<file path="src/rtl/sa_pkg.sv">
// Shared types and sizing for the systolic-array slice: array dimension,
// accumulator width, and the result-drain state encoding.
package sa_pkg;

   localparam int SA_N     = 8;
   localparam int SA_ACC_W = 32;

   typedef enum logic [1:0] {
      DR_IDLE,
      DR_CAPTURE,
      DR_DRAIN
   } drain_state_t;

   typedef logic [SA_ACC_W-1:0] acc_t;

endpackage

</file>
<file path="src/rtl/drain_row_buf.sv">
// One row of the result buffer: fills its N slots in arrival order while
// capture is enabled and flags any valid that arrives once the row is full.
module drain_row_buf #(
   parameter int N  = 8,
   parameter int DW = 32
) (
   input  logic            clk,
   input  logic            rst,
   input  logic            clr,
   input  logic            cap_en,
   input  logic            vld,
   input  logic [DW-1:0]   din,
   output logic [N*DW-1:0] row_data,
   output logic            full,
   output logic            ovf_hit
);

   localparam int CW = $clog2(N+1);
   localparam int AW = (N > 1) ? $clog2(N) : 1;

   logic [CW-1:0] cnt;
   logic [DW-1:0] mem [0:N-1];
   logic          wr_en;

   assign full    = (cnt == CW'(N));
   assign wr_en   = cap_en & vld & ~full;
   assign ovf_hit = cap_en & vld & full;

   always_ff @(posedge clk) begin
      if (rst) begin
         cnt <= '0;
      end else if (clr) begin
         cnt <= '0;
      end else if (wr_en) begin
         cnt <= cnt + 1'b1;
      end
   end

   // Storage is deliberately left out of reset; only the fill count is.
   always_ff @(posedge clk) begin
      if (wr_en) begin
         mem[cnt[AW-1:0]] <= din;
      end
   end

   always_comb begin
      row_data = '0;
      for (int c = 0; c < N; c++) begin
         row_data[c*DW +: DW] = mem[c];
      end
   end

endmodule

</file>
<file path="src/rtl/result_drain.sv">
// De-skews the systolic array's result stream into an N x N buffer and then
// streams it out one row per beat on a valid/ready handshake.
module result_drain
   import sa_pkg::*;
#(
   parameter int N  = SA_N,
   parameter int DW = SA_ACC_W
) (
   input  logic                    CLK,
   input  logic                    RST,
   input  logic                    START,
   input  logic [DW-1:0]           RES_IN [0:N-1],
   input  logic [N-1:0]            RES_VLD,
   output logic [DW-1:0]           OUT_DATA [0:N-1],
   output logic [$clog2(N)-1:0]    OUT_ROW,
   output logic                    OUT_VALID,
   input  logic                    OUT_READY,
   output logic                    OUT_LAST,
   output logic                    BUSY,
   output logic                    DONE,
   output logic                    OVF
);

   localparam int RW = $clog2(N);

   // Handshake: a beat transfers on any edge where OUT_VALID && OUT_READY;
   // OUT_VALID is a pure function of state, and data/row hold while stalled.

   drain_state_t    state;
   drain_state_t    state_nxt;
   logic [RW-1:0]   rd_row;
   logic [N-1:0]    full_vec;
   logic [N-1:0]    ovf_vec;
   logic [N*DW-1:0] rows [0:N-1];
   logic            start_acc;
   logic            cap_en;
   logic            hs;
   logic            last_row;

   assign start_acc = (state == DR_IDLE) & START;
   assign cap_en    = (state == DR_CAPTURE);
   assign hs        = (state == DR_DRAIN) & OUT_READY;
   assign last_row  = (rd_row == RW'(N-1));

   for (genvar r = 0; r < N; r++) begin : g_row
      drain_row_buf #(
         .N  (N),
         .DW (DW)
      ) u_row (
         .clk      (CLK),
         .rst      (RST),
         .clr      (start_acc),
         .cap_en   (cap_en),
         .vld      (RES_VLD[r]),
         .din      (RES_IN[r]),
         .row_data (rows[r]),
         .full     (full_vec[r]),
         .ovf_hit  (ovf_vec[r])
      );
   end

   always_ff @(posedge CLK) begin
      if (RST) begin
         state <= DR_IDLE;
      end else begin
         state <= state_nxt;
      end
   end

   // Transition out of CAPTURE looks at registered counts, so it trails the
   // final element write by one cycle.
   always_comb begin
      state_nxt = state;
      case (state)
         DR_IDLE:    if (START) state_nxt = DR_CAPTURE;
         DR_CAPTURE: if (&full_vec) state_nxt = DR_DRAIN;
         DR_DRAIN:   if (OUT_READY && last_row) state_nxt = DR_IDLE;
         default:    state_nxt = DR_IDLE;
      endcase
   end

   always_comb begin
      OUT_VALID = 1'b0;
      OUT_LAST  = 1'b0;
      BUSY      = 1'b0;
      OUT_ROW   = '0;
      for (int c = 0; c < N; c++) begin
         OUT_DATA[c] = '0;
      end
      case (state)
         DR_CAPTURE: BUSY = 1'b1;
         DR_DRAIN: begin
            BUSY      = 1'b1;
            OUT_VALID = 1'b1;
            OUT_ROW   = rd_row;
            OUT_LAST  = last_row;
            for (int c = 0; c < N; c++) begin
               OUT_DATA[c] = rows[rd_row][c*DW +: DW];
            end
         end
         default: ;
      endcase
   end

   always_ff @(posedge CLK) begin
      if (RST) begin
         rd_row <= '0;
         DONE   <= 1'b0;
         OVF    <= 1'b0;
      end else begin
         DONE <= hs & last_row;
         if (hs) begin
            rd_row <= last_row ? '0 : rd_row + 1'b1;
         end
         if (start_acc) begin
            OVF <= 1'b0;
         end else if (|ovf_vec) begin
            OVF <= 1'b1;
         end
      end
   end

endmodule

</file>
<file path="config.mk">
export PLATFORM = sky130hd
export DESIGN_NAME = result_drain
export DESIGN_NICKNAME = d
export VERILOG_FILES = /design/src/rtl/sa_pkg.sv /design/src/rtl/drain_row_buf.sv /design/src/rtl/result_drain.sv
export SDC_FILE = /design/constraint.sdc
export NUM_CORES = 2
export LEC_CHECK = 0
export ABC_CLOCK_PERIOD_IN_PS = 12000
export BUFFER_PORTS_ARGS = -buffer_cell sky130_fd_sc_hd__buf_2
export CAP_MARGIN = 20
export CORE_ASPECT_RATIO = 1.5
export CORE_UTILIZATION = 40
export CTS_CLUSTER_SIZE = 30
export DETAILED_ROUTE_END_ITERATION = 16
export SYNTH_ARGS = -nofsm -noshare
export SYNTH_HDL_FRONTEND = slang
export SYNTH_SLANG_ARGS = --single-unit
</file>
<file path="constraint.sdc">
create_clock -name CLK -period 12 [get_ports CLK]
set_input_delay 1.2 -clock CLK [delete_from_list [all_inputs] [get_ports CLK]]
set_output_delay 1.2 -clock CLK [all_outputs]
set_load 0.05 [all_outputs]
</file>
==> summary.md <==
| Metric | Value |
|---|---|
| Max Buffers Root-to-Sink | `4` |
| Area grow syn2layout | `15.7%` |
| Net load switching power | `4.05 mW` |
| Total wire length | `roughly 280000 um` |
| Status | `finished, final reports clean` |
| Residual DRC count | `0` |
| Syn nets | `about 4000` |
| Full die area | `204000 um2` |
| Sw Ratio | `0.249` |
| Reg2reg end | `g_row[6].u_row.mem[6][7]$_DFFE_PP_` |
| Total GRT Usage | `0.274` |
| H-tree level count | `4` |
| # Post-CTS Setup Buffers | `0` |
| Fin. max-slew vios | `0` |
| Final Hold Vio Count | `0` |
| Core box area | `approximately 200000 um2` |
| Most common cell in the netlist | `edfxtp_1` |
| Final #Nets | `roughly 4600` |
| Ports | `~530` |
| Clk slew on worst S/H paths | `~60 ps` |
| Unrepaired setup endpoints after global routing | `false` |
| Initial Util | `0.404` |
| Hold Path Stages | `2` |
| Measured slew at the worst slew-check pin | `roughly 1200 ps` |
| R2R Setup Slk | `~7900 ps` |
| ANT nets after route | `0` |
| DP Wirelength | `167000 um` |
| Final instance area | `around 93000 um2` |
| FF-to-FF Start | `state[1]$_SDFFE_PP0P_` |
| CP required | `10800 ps` |
| CTS resizes | `0` |
| CTS Buf Count | `just under 200` |
| Synthesized flop and latch total | `roughly 2100` |
| Skew final | `about 66 ps` |
| Hold Startpoint | `OVF$_SDFFE_PP0P_` |
| Post-synthesis sequential area ratio | `0.771` |
| Async SR Flop Fraction | `0` |
| Root buf cell | `clkbuf_16` |
| DP Area | `around 87000 um2` |
| Netlist cell types | `39` |
| P_leak | `a little under 30 nW` |
| Setup TNS | `0 ps` |
| FP Rows | `between 200 and 250` |
| Die X | `roughly 370 um` |
| Final setup viols | `0` |
| Placed cell count | `between 6000 and 7000` |
| Share of layout cells above drive strength 1 | `0.337` |
| First-pass GRT wire length | `about 370000 um` |
| Worst slack, placed | `approximately 6700 ps` |
| Launch point of the worst path | `rd_row[1]$_SDFFE_PP0P_` |
| Startpoint Class | `flip-flop` |
| CP Cell Sequence | `buf_4 > buf_4 > mux4_2 > mux2i_1 > nor2b_1 > buf_2` |
| DR WL/cell | `about 40 um` |
| Clock Latency Late Sink | `just under 900 ps` |
| Power Total | `16.2 mW` |
| Worst path max stage delay | `approximately 920 ps` |
| Finished Layout Cells | `between 7000 and 8000` |
| Sequential fraction of design power | `0.506` |
| Worst setup EP type | `primary output` |
| Top cell type's share of synthesized area | `0.761` |
| Clock Sinks | `around 2100` |
| Final hold slack | `453 ps` |
| Port bufs | `~530` |
| Final period utilization | `0.518` |
| Clk pwr share | `0.383` |
| Fmax | `roughly 0.16 GHz` |
| Initial antenna violation count | `94` |
| Max Cap Viol | `0` |
| Critical Path Slowest Stage Cell | `dfxtp_4` |
| Cell taking the most area after synthesis | `edfxtp_1` |
| Mapped cell area | `around 81000 um2` |
| Yosys warns | `0` |
| Top cells by count, synth | `edfxtp_1, mux4_2, mux2i_1` |
| CP max FO | `between 60 and 70` |
| Hold Crit Class | `flip-flop to flip-flop` |
| VDD IR-drop max | `0.164 mV` |
| Largest net degree at the start of global routing | `120` |
| R2R cell count | `7` |
| Vias in the first global route | `42700` |
| Cell mode on critical path | `buf_4` |
| Combinational share of power | `0.111` |
| Top FF cell, synth | `edfxtp_1` |
| Post-CTS Hold Fix Bufs | `0` |
| Total grt overflow | `0` |
| DRT Pass-1 Iters | `6` |
| WHS Endpoint | `OVF$_SDFFE_PP0P_` |
| Mapped Avg Cell Area | `22.4 um2` |
| Power density over the cells | `approximately 170 nW/um2` |
| Fin util | `0.467` |
| Chip height | `roughly 550 um` |
| Rel. slew slack | `0.178` |
| Area contributors post-synth | `edfxtp_1, mux4_2, mux2i_1` |
| P_int | `around 12 mW` |
| CTS tree | `done` |
| Cells after Synth | `about 3600` |
| Critical path arrival | `between 5000 and 6000 ps` |
| Iteration-0 DRC Markers | `5581` |
| Via Count | `roughly 43000` |
| Worst setup margin | `5780 ps` |
| Fin crit period | `~6200 ps` |
| Number of synthesized flops with an enable pin | `~2000` |
| Kind of critical path | `flip-flop to primary output` |
| Gpl congestion | `just under 0.8` |
| DR vias/cell | `6.04` |
power groups by stage:
stage               registers (mW)  logic, mW  clock network [mW]
floorplan                     8.36       1.14                   0
global placement              8.36       1.80                   0
detailed placement            8.37       1.81                   0
CTS                           8.22       1.81                6.29
global route                  8.22       1.87                6.54
finish                        8.22       1.80                6.22
registers in the layout, summed over array words and instances, names as in the netlist:
name             flops
DONE                 1
OVF                  1
g_row.u_row.cnt     32
g_row.u_row.mem   2048
rd_row               3
state                2
placed cells by master, fill, tap and decap left out, drive strengths merged, types with 33 or more instances in the layout:
cell and n:
clkinv 76, dfxtp 39, edfxtp 2048, nor2 69, inv 33, nand2 50
buf 641, clkbuf 239, nor2b 259, mux2i 260, mux4 512
layer usage:
metal / GRT usage / vias to the layer above / wire length [um]
met5: 0 / - / 523
met2: 0.436 / 2588 / 134000
li1: - / 16200 / -
met4: 0.0816 / 88 / 9180
met1: 0.374 / 23200 / 109000
met3: 0.0664 / 569 / 28300
cell families (layout without fill, tap and decap cells):
kind of cell | after synthesis | count (layout) | share of synthesized area
xor gates and xnor gates | 9 | 9 | 0.000976
DFF | 2087 | 2087 | 0.771
buffers and inverters | 208 | 1015 | 0.0146
muxes | 772 | 772 | 0.175
other | 0 | 28 | 0
AOI/OAI and AO/OA | 53 | 53 | 0.00373
adders and majority gates | 23 | 23 | 0.00356
and+or+nand+nor | 451 | 451 | 0.0315
area by class of cell:
cell class | instances | area, um2
Antenna cell | 28 | 70.1
Clock buffer | 239 | 5180
Clock inverter | 108 | 1090
Fill cell | 16700 | 107000
Inverter | 27 | 101
Multi-Input combinational cell | 1308 | 17800
Sequential cell | 2087 | 62300
Tap cell | 2639 | 3300
Timing Repair Buffer | 641 | 3670
worst max path at each step:
stage,end
5_1_grt,OUT_DATA[130]
3_3_place_gp,OUT_DATA[82]
3_5_place_dp,OUT_DATA[82]
6_report,OUT_DATA[82]
4_1_cts,OUT_DATA[82]
2_1_floorplan,g_row[4].u_row.mem[0][0]$_DFFE_PP_
worst max-delay path, delay by kind of cell (launching register included):
kind / cells / cell delay [ps]
buf+inv: 3 / 1960
flops: 1 / 920
mux: 2 / 1030
simple gates: 1 / 130
No activity file was read; power rests on OpenSTA's default activity.
